File: config.mk
export PLATFORM = sky130hd
export DESIGN_NAME = sf_memory
export DESIGN_NICKNAME = d
export VERILOG_FILES = /design/src/rtl/sf_memory.sv
export SDC_FILE = /design/constraint.sdc
export NUM_CORES = 1
export LEC_CHECK = 0
export ABC_AREA = 0
export BUFFER_PORTS_ARGS = -buffer_cell sky130_fd_sc_hd__buf_2
export CAP_MARGIN = 20
export CORE_ASPECT_RATIO = 0.5
export CORE_MARGIN = 5
export CORE_UTILIZATION = 35
export CTS_CLUSTER_DIAMETER = 100
export CTS_CLUSTER_SIZE = 40
export DETAILED_ROUTE_END_ITERATION = 10
export GPL_TIMING_DRIVEN = 0
export PLACE_DENSITY = 0.53
export SETUP_SLACK_MARGIN = 0.5
export SYNTH_ARGS = -nofsm -noshare
export SYNTH_HDL_FRONTEND = slang
export SYNTH_SLANG_ARGS = --single-unit
export TNS_END_PERCENT = 20
File: constraint.sdc
create_clock -name fCLK -period 5.6 [get_ports fCLK]
set_input_delay 0.28 -clock fCLK [delete_from_list [all_inputs] [get_ports fCLK]]
set_output_delay 0.28 -clock fCLK [all_outputs]
set_load 0.1 [all_outputs]
File: src/rtl/sf_memory.sv
`default_nettype none
// ============================================================================
//  Module   : sf_memory
//  Purpose  : Storage-side responder for the FIFO memory interface. It has a
//             post-reset clear sweep, write-first read-during-write forwarding,
//             a 1- or 2-stage read pipeline, and error pulses for illegal
//             accesses.
//  Revision : 1.0  initial release
// ============================================================================
module sf_memory #(
  parameter int WIDTH          = 32,
  parameter int DEPTH          = 16,
  parameter int READ_LATENCY   = 1,
  parameter int CLEAR_ON_RESET = 1,
  localparam int AW            = $clog2(DEPTH)
) (
  input  logic             fCLK,
  input  logic             fRST,
  input  logic             we_i,
  input  logic [AW-1:0]    waddr_i,
  input  logic [WIDTH-1:0] wdata_i,
  input  logic             re_i,
  input  logic [AW-1:0]    raddr_i,
  output logic [WIDTH-1:0] rdata_o,
  output logic             rvalid_o,
  output logic             busy_o,
  output logic             drop_o,
  output logic             collision_o,
  output logic             addr_err_o
);

  typedef enum logic [0:0] {
    ST_CLEAR = 1'b0,
    ST_RUN   = 1'b1
  } state_t;

  // Depth compared one bit wider so that DEPTH == 2**AW fits.
  localparam logic [AW:0]   DEPTH_EXT   = (AW+1)'(DEPTH);
  localparam logic [AW-1:0] LAST_ADDR   = AW'(DEPTH - 1);
  localparam state_t        RESET_STATE = (CLEAR_ON_RESET != 0) ? ST_CLEAR : ST_RUN;

  logic [WIDTH-1:0] mem [DEPTH];

  state_t           state;
  state_t           state_next;
  logic [AW-1:0]    clr_ptr;
  logic [AW-1:0]    clr_ptr_next;

  logic             mem_we;
  logic [AW-1:0]    mem_waddr;
  logic [WIDTH-1:0] mem_wdata;

  logic             waddr_ok;
  logic             raddr_ok;
  logic             run;
  logic             wr_hit;
  logic             rd_hit;
  logic             same_addr;
  logic [WIDTH-1:0] rd_word;

  logic [WIDTH-1:0] s1_data;
  logic             s1_valid;

  // Address qualification and access decode.
  assign waddr_ok  = ({1'b0, waddr_i} < DEPTH_EXT);
  assign raddr_ok  = ({1'b0, raddr_i} < DEPTH_EXT);
  assign run       = (state == ST_RUN);
  assign busy_o    = (state == ST_CLEAR);
  assign wr_hit    = run && we_i && waddr_ok;
  assign rd_hit    = run && re_i;
  // A legal write address equal to the read address implies the read is legal.
  assign same_addr = wr_hit && re_i && (raddr_i == waddr_i);

  // Next-state logic and selection of the single array write port.
  always_comb begin
    state_next   = state;
    clr_ptr_next = clr_ptr;
    mem_we       = 1'b0;
    mem_waddr    = waddr_i;
    mem_wdata    = wdata_i;
    case (state)
      ST_CLEAR: begin
        mem_we       = 1'b1;
        mem_waddr    = clr_ptr;
        mem_wdata    = '0;
        clr_ptr_next = clr_ptr + AW'(1);
        if (clr_ptr == LAST_ADDR) begin
          state_next   = ST_RUN;
          clr_ptr_next = '0;
        end
      end
      ST_RUN: begin
        mem_we = wr_hit;
      end
      default: begin
        state_next = ST_RUN;
      end
    endcase
  end

  // State register and clear pointer.
  always_ff @(posedge fCLK) begin
    if (fRST) begin
      state   <= RESET_STATE;
      clr_ptr <= '0;
    end else begin
      state   <= state_next;
      clr_ptr <= clr_ptr_next;
    end
  end

  // Storage array; contents are never reset directly, only swept.
  always_ff @(posedge fCLK) begin
    if (!fRST && mem_we) begin
      mem[mem_waddr] <= mem_wdata;
    end
  end

  // Read word: zero for an illegal address, write data on a same-address hit.
  always_comb begin
    rd_word = '0;
    if (raddr_ok) begin
      if (same_addr) begin
        rd_word = wdata_i;
      end else begin
        rd_word = mem[raddr_i];
      end
    end
  end

  // First read stage; data holds between accepted reads.
  always_ff @(posedge fCLK) begin
    if (fRST) begin
      s1_data  <= '0;
      s1_valid <= 1'b0;
    end else begin
      s1_valid <= rd_hit;
      if (rd_hit) begin
        s1_data <= rd_word;
      end
    end
  end

  // Registered one-cycle error pulses.
  always_ff @(posedge fCLK) begin
    if (fRST) begin
      drop_o      <= 1'b0;
      collision_o <= 1'b0;
      addr_err_o  <= 1'b0;
    end else begin
      drop_o      <= busy_o && (we_i || re_i);
      collision_o <= same_addr;
      addr_err_o  <= run && ((we_i && !waddr_ok) || (re_i && !raddr_ok));
    end
  end

  generate
    if (READ_LATENCY == 2) begin : g_lat2
      logic [WIDTH-1:0] s2_data;
      logic             s2_valid;

      // Second read stage; data holds between completions.
      always_ff @(posedge fCLK) begin
        if (fRST) begin
          s2_data  <= '0;
          s2_valid <= 1'b0;
        end else begin
          s2_valid <= s1_valid;
          if (s1_valid) begin
            s2_data <= s1_data;
          end
        end
      end

      assign rdata_o  = s2_data;
      assign rvalid_o = s2_valid;
    end else begin : g_lat1
      assign rdata_o  = s1_data;
      assign rvalid_o = s1_valid;
    end
  endgenerate

endmodule
`default_nettype wire

==> flow_summary.toml, run 1 <==
[status]
status = "complete, no violations"

[worst_setup_path]
crit_fanout = 17
cp-start-kind = "flip-flop"
rrSetupSlack_ps = 2160
rr_endpoint = "mem[15][29]$_DFFE_PP_"
criticalPathCategory = "flip-flop to flip-flop"
rr_worst_depth = 6
end_kind = "flip-flop"
rr_startpoint = "run$_SDFF_PP0_"
required_ps = 5860
worstPathArrival_ps = 3700

[route]
initialDrtViolationCount = 1405
ant_nets = 0
vias_per_cell = 5.560
wire_per_inst_um = 28.45
vias = 12080
drt_first_pass_iters = 5
routed_wl_um = 61820
drc = 0

[clock_network]
post_cts_resized = 0
htree_num_levels = 1
cts-buffers-inserted = 17
cts_tree = "done"
insertion_delay_ps = 580
path_clk_slew_ps = 140
clockRootBuffer = "clkbuf_16"
ctsLongestPathBuffers = 3
clock-sinks = 552

[sta]
setup_violations = 0
tightestPinTransition_ps = 1150
finalHoldViolCount = 0
finClkSkew_ps = 31.26
timing.fmax_ghz = 0.2906
max_slew_margin_pct = 23.36
fin_crit_sh_pct = 61.45
layout_min_cycle_time_ps = 3441
finalMaxSlewViolations = 0
rsz0062_at_grt = "false"

[cells_and_area]
drive_gt1_share_pct = 18.86
layout.nets = 1383
fin_area_um2 = 24550
layout_commonest_cell = "edfxtp_1"
fin_util_pct = 39.93
layoutNonFillerInstCount = 2173
mostFrequentLayoutCells = "edfxtp_1, mux2i_1, buf_2"
fillCellCount = 5528
syn2layout_area_growth_pct = 12.30

[logic_synthesis]
postSynthCellCount = 1202
synth_warnings = 0
ys_ff_latch = 552
async_flop_share_pct = 0
synth-main-ff-cell = "edfxtp_1"
ys_seq_area_share_pct = 73.98
synth-edff-count = 512
synth.distinct_cells = 47
syn_nets = 1247
synth_area_um2 = 21870
avgSynthCellArea_um2 = 18.19

[place]
dp_hpwl_um = 40020
placed_area_um2 = 23850
place_inst = 2122
gp_congestion = 0.8262
numPortBuffers = 75

[power_and_ir_drop]
finalPower_uw = 6736
p_leak_uw = 0.007956
vdd_ir_drop_max_mv = 0.1926
power_density_nw_per_um2 = 274.3

[die]
start_util_pct = 35.56
num_rows = 64
core_area_um2 = 61500
die_area_um2 = 67880
pin_count = 81
die_y_um = 186.7
die_width_um = 363.5

[min_path]
min_to = "rdata_o[4]$_SDFFE_PP0P_"
min_from = "wdata_i[4]"
hp-class = "input port to flip-flop"
min_path_cells = 2

[global_route]
grt_pass1_vias = 12000
grt_usage_pct = 17.71
grt_pass1_wl_um = 86880
grt_max_degree = 42
overflow = 0
antenna_found_initial = 1

[flow_run]
maxCapViolCount = 0
==> per-layer routing <==
metal	vias to the layer above	global-route usage (%)	routed length, um	share of wire (%)
met4	0	4.381	1720	2.8
li1	5102	-	-	-
met1	6434	24.58	26080	42
met2	459	29.58	29880	48
met3	87	2.590	4141	6.7
met5	-	0	0	0
==> synth_stat cells, types with 9 or more instances <==
cell	count	share of area, %
buf_6	15	0.77
nor3_1	9	0.21
clkbuf_1	25	0.43
a221oi_1	46	1.8
a21oi_1	12	0.27
and2_1	34	0.97
o21ai_0	24	0.55
mux2i_1	131	6.0
nor2_1	96	1.6
edfxtp_1	512	70
buf_2	23	0.53
o221a_1	32	1.6
dfxtp_1	40	3.7
mux4_2	64	6.6
a22oi_1	28	0.96
nand2_1	34	0.58
==> cells by family after synthesis <==
kind of cell / synth area share [%]
AOI/OAI and AO/OA: 6.695
xor gates and xnor gates: 0.3605
adders and majority gates: 0.05721
buffers and inverters: 2.506
DFF: 73.98
muxes: 12.59
other: 0.01715
and+or+nand+nor: 3.800
==> area by class of cell <==
| class | count | area [um2] | area share (%) |
|---|---|---|---|
| buffer | 77 | 525.5 | 2.140 |
| antenna | 1 | 2.502 | 0.01019 |
| tap | 825 | 1032 | 4.204 |
| timing repair buffer | 117 | 1062 | 4.326 |
| sequential | 552 | 16180 | 65.88 |
| clock buffer | 27 | 462.9 | 1.885 |
| clock inverter | 1 | 8.758 | 0.03567 |
| inverter | 6 | 22.52 | 0.09172 |
| multi-input combinational | 567 | 5263 | 21.43 |
==> sequential cells by signal, summed over array words and instances (netlist names) <==
signal       flops
rdata_o         32
collision_o      1
clr_ptr          4
run              1
rvalid_o         1
mem            512
drop_o           1
==> metrics by stage <==
| stage | hold slack, ps | worst slack, ps | setup TNS [ps] |
|---|---|---|---|
| after floorplan | 425.9 | 2540 | 0 |
| after global placement | 530.8 | -253.0 | -27200 |
| after detailed placement | 552.3 | 2257 | 0 |
| after CTS | 1.400 | 2240 | 0 |
| after global routing | 11.50 | 2104 | 0 |
| final | 23.71 | 2159 | 0 |
==> power breakdown <==
group          internal (uW)  leakage (uW)  total, uW  switching (uW)
logic                    176       0.00287        484             309
clock network            589      0.000226       1750            1160
registers               4490       0.00486       4510            13.7
total                   5260       0.00796       6740            1480
==> critical path, cell delays in order, from the launching register on <==
cell and delay [ps]:
dfxtp_1 330, buf_4 160, clkbuf_1 380, clkbuf_1 590, a31oi_1 540, nor2_4 830
buf_12 280
==> worst max path at each step <==
stage / start / to / slack [ps] / cells past startpoint
floorplan: run$_SDFF_PP0_ / mem[1][0]$_DFFE_PP_ / 2540 / 6
global placement: run$_SDFF_PP0_ / mem[10][20]$_DFFE_PP_ / -250 / 5
detailed placement: run$_SDFF_PP0_ / mem[15][16]$_DFFE_PP_ / 2260 / 6
CTS: run$_SDFF_PP0_ / mem[15][16]$_DFFE_PP_ / 2240 / 6
global route: run$_SDFF_PP0_ / mem[15][30]$_DFFE_PP_ / 2100 / 6
finish: run$_SDFF_PP0_ / mem[15][29]$_DFFE_PP_ / 2160 / 6
==> repair_timing <==
action,in CTS,in global routing
endpoints found under the hold margin,19,2
hold buffers,18,2
setup buffers,0,0
No activity file was read; power rests on OpenSTA's default activity.
==> run 2: changes to the inputs <==
- ABC_AREA: 0 -> 1
- PLACE_DENSITY: 0.53 -> 0.55
- clock period: 5.6 -> 2.8 ns (I/O delays scaled with it)
==> flow_summary.toml, run 2 <==
[status]
status = "complete, no violations"

[worst_setup_path]
crit_fanout = 20
required_ps = 3090
criticalPathCategory = "flip-flop to flip-flop"
end_kind = "flip-flop"
crit_top_cell = "nand2_2"
worstPathArrival_ps = 2850
crit_slowest_cell = "nor2_4"
cp-start-kind = "flip-flop"
path_cells = "buf_6, inv_8, nand2_2, nand2_2, inv_1, nand3_1, nor2_4, buf_16"
critPathMaxStageDelay_ps = 850
critPathTopFamily = "simple AND/OR/NAND/NOR gates"
cp_num_buf_inv = 4

[die]
pin_count = 81
die_area_um2 = 73370
start_util_pct = 35.36
core_area_um2 = 67060
die_y_um = 194.1
num_rows = 67
die_width_um = 378.1

[power_and_ir_drop]
vdd_ir_drop_max_mv = 0.3680
p_comb_share_pct = 9.3
power_density_nw_per_um2 = 520.2
finalPower_uw = 13880
seq_power_share_pct = 64.8
p_sw_share_pct = 24.09
p_leak_uw = 0.01096
pwr-share-clk_pct = 25.9
power_switching_uw = 3344
internal_power_uw = 10540

[sta]
finalHoldViolCount = 0
finClkSkew_ps = 21.55
finalMaxSlewViolations = 0
tightestPinTransition_ps = 982.3
rsz0062_at_grt = "true"
layout_min_cycle_time_ps = 2558
hold_ws_ps = 31.85
setup_violations = 0
timing.fmax_ghz = 0.3909
max_slew_margin_pct = 34.51
fin_crit_sh_pct = 91.36

[cells_and_area]
drive_gt1_share_pct = 10.95
mostFrequentLayoutCells = "nand2_1, edfxtp_1, nand3_1"
layout.nets = 2464
layout_commonest_cell = "nand2_1"
largest-register = "mem"
largest_register_ffs = 512
syn2layout_area_growth_pct = 12.56

[clock_network]
clock-sinks = 552
cts_tree = "done"
cts-buffers-inserted = 17
path_clk_slew_ps = 150
htree_num_levels = 1
insertion_delay_ps = 580
ctsLongestPathBuffers = 3
clockRootBuffer = "clkbuf_16"

[min_path]
hp-class = "input port to flip-flop"

[logic_synthesis]
async_flop_share_pct = 0
synth-edff-count = 512
synth_top_area_share_pct = 64.84
synth_warnings = 0
synth.area.top_cells = "edfxtp_1, nand2_1, nand3_1"
yosys.area.top_type = "edfxtp_1"
postSynthCellCount = 2262
synth.distinct_cells = 32
avgSynthCellArea_um2 = 10.48
ys_ff_latch = 552
synth.most_common_cell = "nand2_1"
synth_area_um2 = 23710
ys_seq_area_share_pct = 68.22
syn_nets = 2307
synth-main-ff-cell = "edfxtp_1"
synthTopCellsByCount = "nand2_1, edfxtp_1, nand3_1"

[place]
dp_hpwl_um = 49690
gp_congestion = 0.8499
numPortBuffers = 77

[global_route]
grt_pass1_vias = 15820
antenna_found_initial = 1
grt_usage_pct = 19.75
grt_pass1_wl_um = 107200
grt_max_degree = 42
overflow = 0

[route]
initialDrtViolationCount = 1750
wire_per_inst_um = 22.19
vias_per_cell = 5.048
drc = 0
routed_wl_um = 73820
drt_first_pass_iters = 7
ant_nets = 0
vias = 16800

[flow_run]
maxCapViolCount = 0
-- run 2: cell types whose count changed after synthesis, moves of 46 or more --
cell / change
mux2i_1: -131
nand2_1: +549
nand3_1: +294
buf_2: +46
a221oi_1: -46
o21ai_0: +83
mux4_2: -64
nor2_1: +61
inv_1: +286
-- run 2: final timing paths --
check	from	to	slack [ps]	cells past startpoint
max	run$_SDFF_PP0_	mem[2][17]$_DFFE_PP_	240	8
min	waddr_i[0]	collision_o$_SDFF_PP0_	30	5
max reg2reg	run$_SDFF_PP0_	mem[2][17]$_DFFE_PP_	240	8
min reg2reg	clr_ptr[1]$_SDFFE_PP0N_	clr_ptr[1]$_SDFFE_PP0N_	530	2
-- run 2: power by group through the flow --
stage,registers (uW),logic (uW),clock network (uW)
floorplan,9190,686,0
global placement,9190,1180,0
detailed placement,9180,1240,0
CTS,8990,1290,3650
global route,9000,1390,3930
finish,8990,1300,3590
-- run 2: what timing repair did --
action / in CTS / in global routing
endpoints found under the hold margin: 34 / 0
setup endpoints to repair: 666 / 746
buffers inserted: 0 / 7
hold buffers: 37 / 0
resized for setup: 3 / 2
gates cloned: 0 / 0
pin swaps: 0 / 3
-- run 2: final cells by class --
cell class                 count  area (um2)
inverter                     296        1126
multi-input combinational   1281        5873
tap                          897        1122
fill                        6467       40370
clock inverter                 1       7.507
sequential                   552       16180
clock buffer                  28       476.7
buffer                       133       668.1
antenna                        1       2.502
timing repair buffer         138        1239
-- run 2: per-stage QoR --
step / util (%) / instances / worst slack, ps / setup TNS [ps] / area, um2
final: 39.80 / 3327 / 242.0 / 0 / 26690
after global routing: 39.79 / 3326 / 187.6 / 0 / 26690
after CTS: 39.63 / 3319 / 282.9 / 0 / 26580
after detailed placement: 38.35 / 3253 / 50.44 / 0 / 25720
after global placement: 37.60 / 3236 / -1813 / -736190 / 25220
after floorplan: - / 2262 / 84.75 / 0 / 23710
-- run 2: logic make-up (layout without fill, tap and decap cells) --
| family | Yosys count | count (layout) | share of synthesized area, % |
|---|---|---|---|
| simple gates | 1097 | 1097 | 19.83 |
| flops | 552 | 552 | 68.22 |
| buf+inv | 429 | 596 | 7.519 |
| compound gates | 180 | 180 | 4.290 |
| xor+xnor | 2 | 2 | 0.07389 |
| fa+ha+maj | 1 | 1 | 0.05276 |
| other cells | 1 | 2 | 0.01582 |
-- run 2: tightest hold or removal path: cells and delay by family --
family | cells | cell delay (ps)
and+or+nand+nor | 3 | 170
AOI/OAI and AO/OA | 1 | 160
buffers and inverters | 1 | 120
-- run 2: layer usage --
metal | GRT usage [%] | wire, um | up-vias
li1 | - | - | 7817
met1 | 26.81 | 31260 | 8239
met4 | 6.714 | 3095 | 0
met3 | 2.233 | 4899 | 128
met2 | 33.12 | 34560 | 612
met5 | 0 | 0 | -
==> run 3: changes to the inputs <==
- REMOVE_ABC_BUFFERS: unset -> 1
==> flow_summary.toml, run 3 (same netlist as run 2, synthesis figures left out) <==
[route]
drt_first_pass_iters = 5
drc = 0
ant_nets = 0
vias = 16010
vias_per_cell = 4.934
initialDrtViolationCount = 1265
routed_wl_um = 62980
wire_per_inst_um = 19.42

[sta]
setup_violations = 0
finClkSkew_ps = 18.79
hold_ws_ps = 201.5
layout_min_cycle_time_ps = 2422
rsz0062_at_grt = "true"
fin_crit_sh_pct = 86.49
max_slew_margin_pct = 54.74
timing.fmax_ghz = 0.4129
finalHoldViolCount = 0
finalMaxSlewViolations = 0
tightestPinTransition_ps = 678.8

[cells_and_area]
mostFrequentLayoutCells = "nand2_1, edfxtp_1, nand3_1"
layout_commonest_cell = "nand2_1"
diodes = 0
layout.nets = 2382
fin_util_pct = 40.12
largest_register_ffs = 512
fillCellCount = 6334
syn2layout_area_growth_pct = 13.48
largest-register = "mem"
drive_gt1_share_pct = 9.715

[power_and_ir_drop]
power_density_nw_per_um2 = 512.5
vdd_ir_drop_max_mv = 0.3513
p_comb_share_pct = 8.8
internal_power_uw = 10630
seq_power_share_pct = 65.2
p_sw_share_pct = 22.93
finalPower_uw = 13790
power_switching_uw = 3163
pwr-share-clk_pct = 26.0
p_leak_uw = 0.01096

[die]
start_util_pct = 35.36
die_width_um = 378.1
core_area_um2 = 67060
num_rows = 67
pin_count = 81
die_y_um = 194.1
die_area_um2 = 73370

[clock_network]
cts_tree = "done"
clock-sinks = 552
clockRootBuffer = "clkbuf_16"
htree_num_levels = 1
insertion_delay_ps = 570
ctsLongestPathBuffers = 3
path_clk_slew_ps = 140
cts-buffers-inserted = 17

[global_route]
grt.busiest_layer = "met2"
grt_pass1_wl_um = 93900
grt_usage_pct = 16.78
use_met3_pct = 1.444
gr-usage-met1_pct = 22.63
grt_max_degree = 144
overflow = 0
grt_use_met2_pct = 29.66
antenna_found_initial = 0
grt_pass1_vias = 15110

[worst_setup_path]
crit_end = "mem[11][23]$_DFFE_PP_"
criticalPathCategory = "flip-flop to flip-flop"
crit_slowest_cell = "nor2_4"
rrSetupSlack_ps = 380
rr_startpoint = "run$_SDFF_PP0_"
required_ps = 3090
crit_top_cell = "buf_12"
worstPathArrival_ps = 2710
startpoint = "run$_SDFF_PP0_"
path_cells = "buf_12, nand2_1, nand2_2, inv_1, nand3_1, nor2_4, buf_12, buf_16"
critPathMaxStageDelay_ps = 440
rr_endpoint = "mem[11][23]$_DFFE_PP_"
cp-start-kind = "flip-flop"
crit_fanout = 30
rr_worst_depth = 8
end_kind = "flip-flop"

[min_path]
hp-class = "input port to flip-flop"

[place]
numPortBuffers = 79
gp_congestion = 0.7202
dp_hpwl_um = 32000

[status]
status = "complete, no violations"

[flow_run]
maxCapViolCount = 0
-- run 3: changes by cell type in the layout (fill, tap and decap cells not counted), moves of 3 or more --
cell and delta:
buf_4 +6, clkbuf_2 -3, buf_2 -70, buf_16 +9, buf_1 -14, clkbuf_1 -30
buf_12 +21, buf_6 -4, clkinvlp_4 -3
-- run 3: power by group through the flow --
| stage | clock network [uW] | registers, uW | logic, uW |
|---|---|---|---|
| floorplan | 0 | 9190 | 562 |
| global placement | 0 | 9190 | 1050 |
| CTS | 3680 | 8990 | 1220 |
| detailed placement | 0 | 9180 | 1080 |
| finish | 3590 | 8990 | 1210 |
| global route | 3960 | 9000 | 1320 |
-- run 3: through the flow --
stage	setup WS [ps]	cell area (um2)	cells	TNS (ps)
3_5_place_dp	-1423	25470	3137	-68950
4_1_cts	241.5	26850	3240	0
3_3_place_gp	-9977	24560	3105	-2436950
2_1_floorplan	-692.8	23050	2129	-350640
6_report	378.2	26910	3244	0
5_1_grt	297.5	26910	3244	0
-- run 3: how the worst min path moves through the flow --
stage / from / end / depth (start not counted)
2_1_floorplan: fRST / clr_ptr[3]$_SDFFE_PP0N_ / 1
3_3_place_gp: re_i / rvalid_o$_SDFF_PP0_ / 3
3_5_place_dp: fRST / run$_SDFF_PP0_ / 2
4_1_cts: raddr_i[2] / rdata_o[5]$_SDFFE_PP0P_ / 5
5_1_grt: raddr_i[2] / rdata_o[5]$_SDFFE_PP0P_ / 5
6_report: raddr_i[2] / rdata_o[3]$_SDFFE_PP0P_ / 5
-- run 3: timing repair --
item / in CTS / in global routing
setup buffers: 34 / 4
hold endpoints to repair: 38 / 0
resized for setup: 6 / 0
endpoints found under the setup margin: 539 / 153
pin swaps: 18 / 2
gates cloned: 3 / 0
hold buffers: 37 / 0
-- run 3: area by class of cell --
cell class | instances | area (um2) | share of cell area [%]
timing repair buffer | 186 | 2044 | 7.598
sequential | 552 | 16180 | 60.13
clock buffer | 27 | 462.9 | 1.721
tap | 897 | 1122 | 4.171
inverter | 296 | 1136 | 4.222
multi-input combinational | 1284 | 5927 | 22.03
clock inverter | 2 | 35.03 | 0.1302
-- run 3: routing by layer --
layer / wire [um] / share of wire, % / vias to the layer above
met3: 2584 / 4.1 / 75
li1: - / - / 7660
met2: 31020 / 49 / 344
met4: 1474 / 2.3 / 0
met5: 0 / 0 / -
met1: 27910 / 44 / 7927
-- run 3: worst max-delay path, delay by kind of cell, from the launching register on --
| family | cells | cell delay [ps] |
|---|---|---|
| buffers and inverters | 4 | 710 |
| DFF | 1 | 410 |
| and+or+nand+nor | 4 | 1010 |
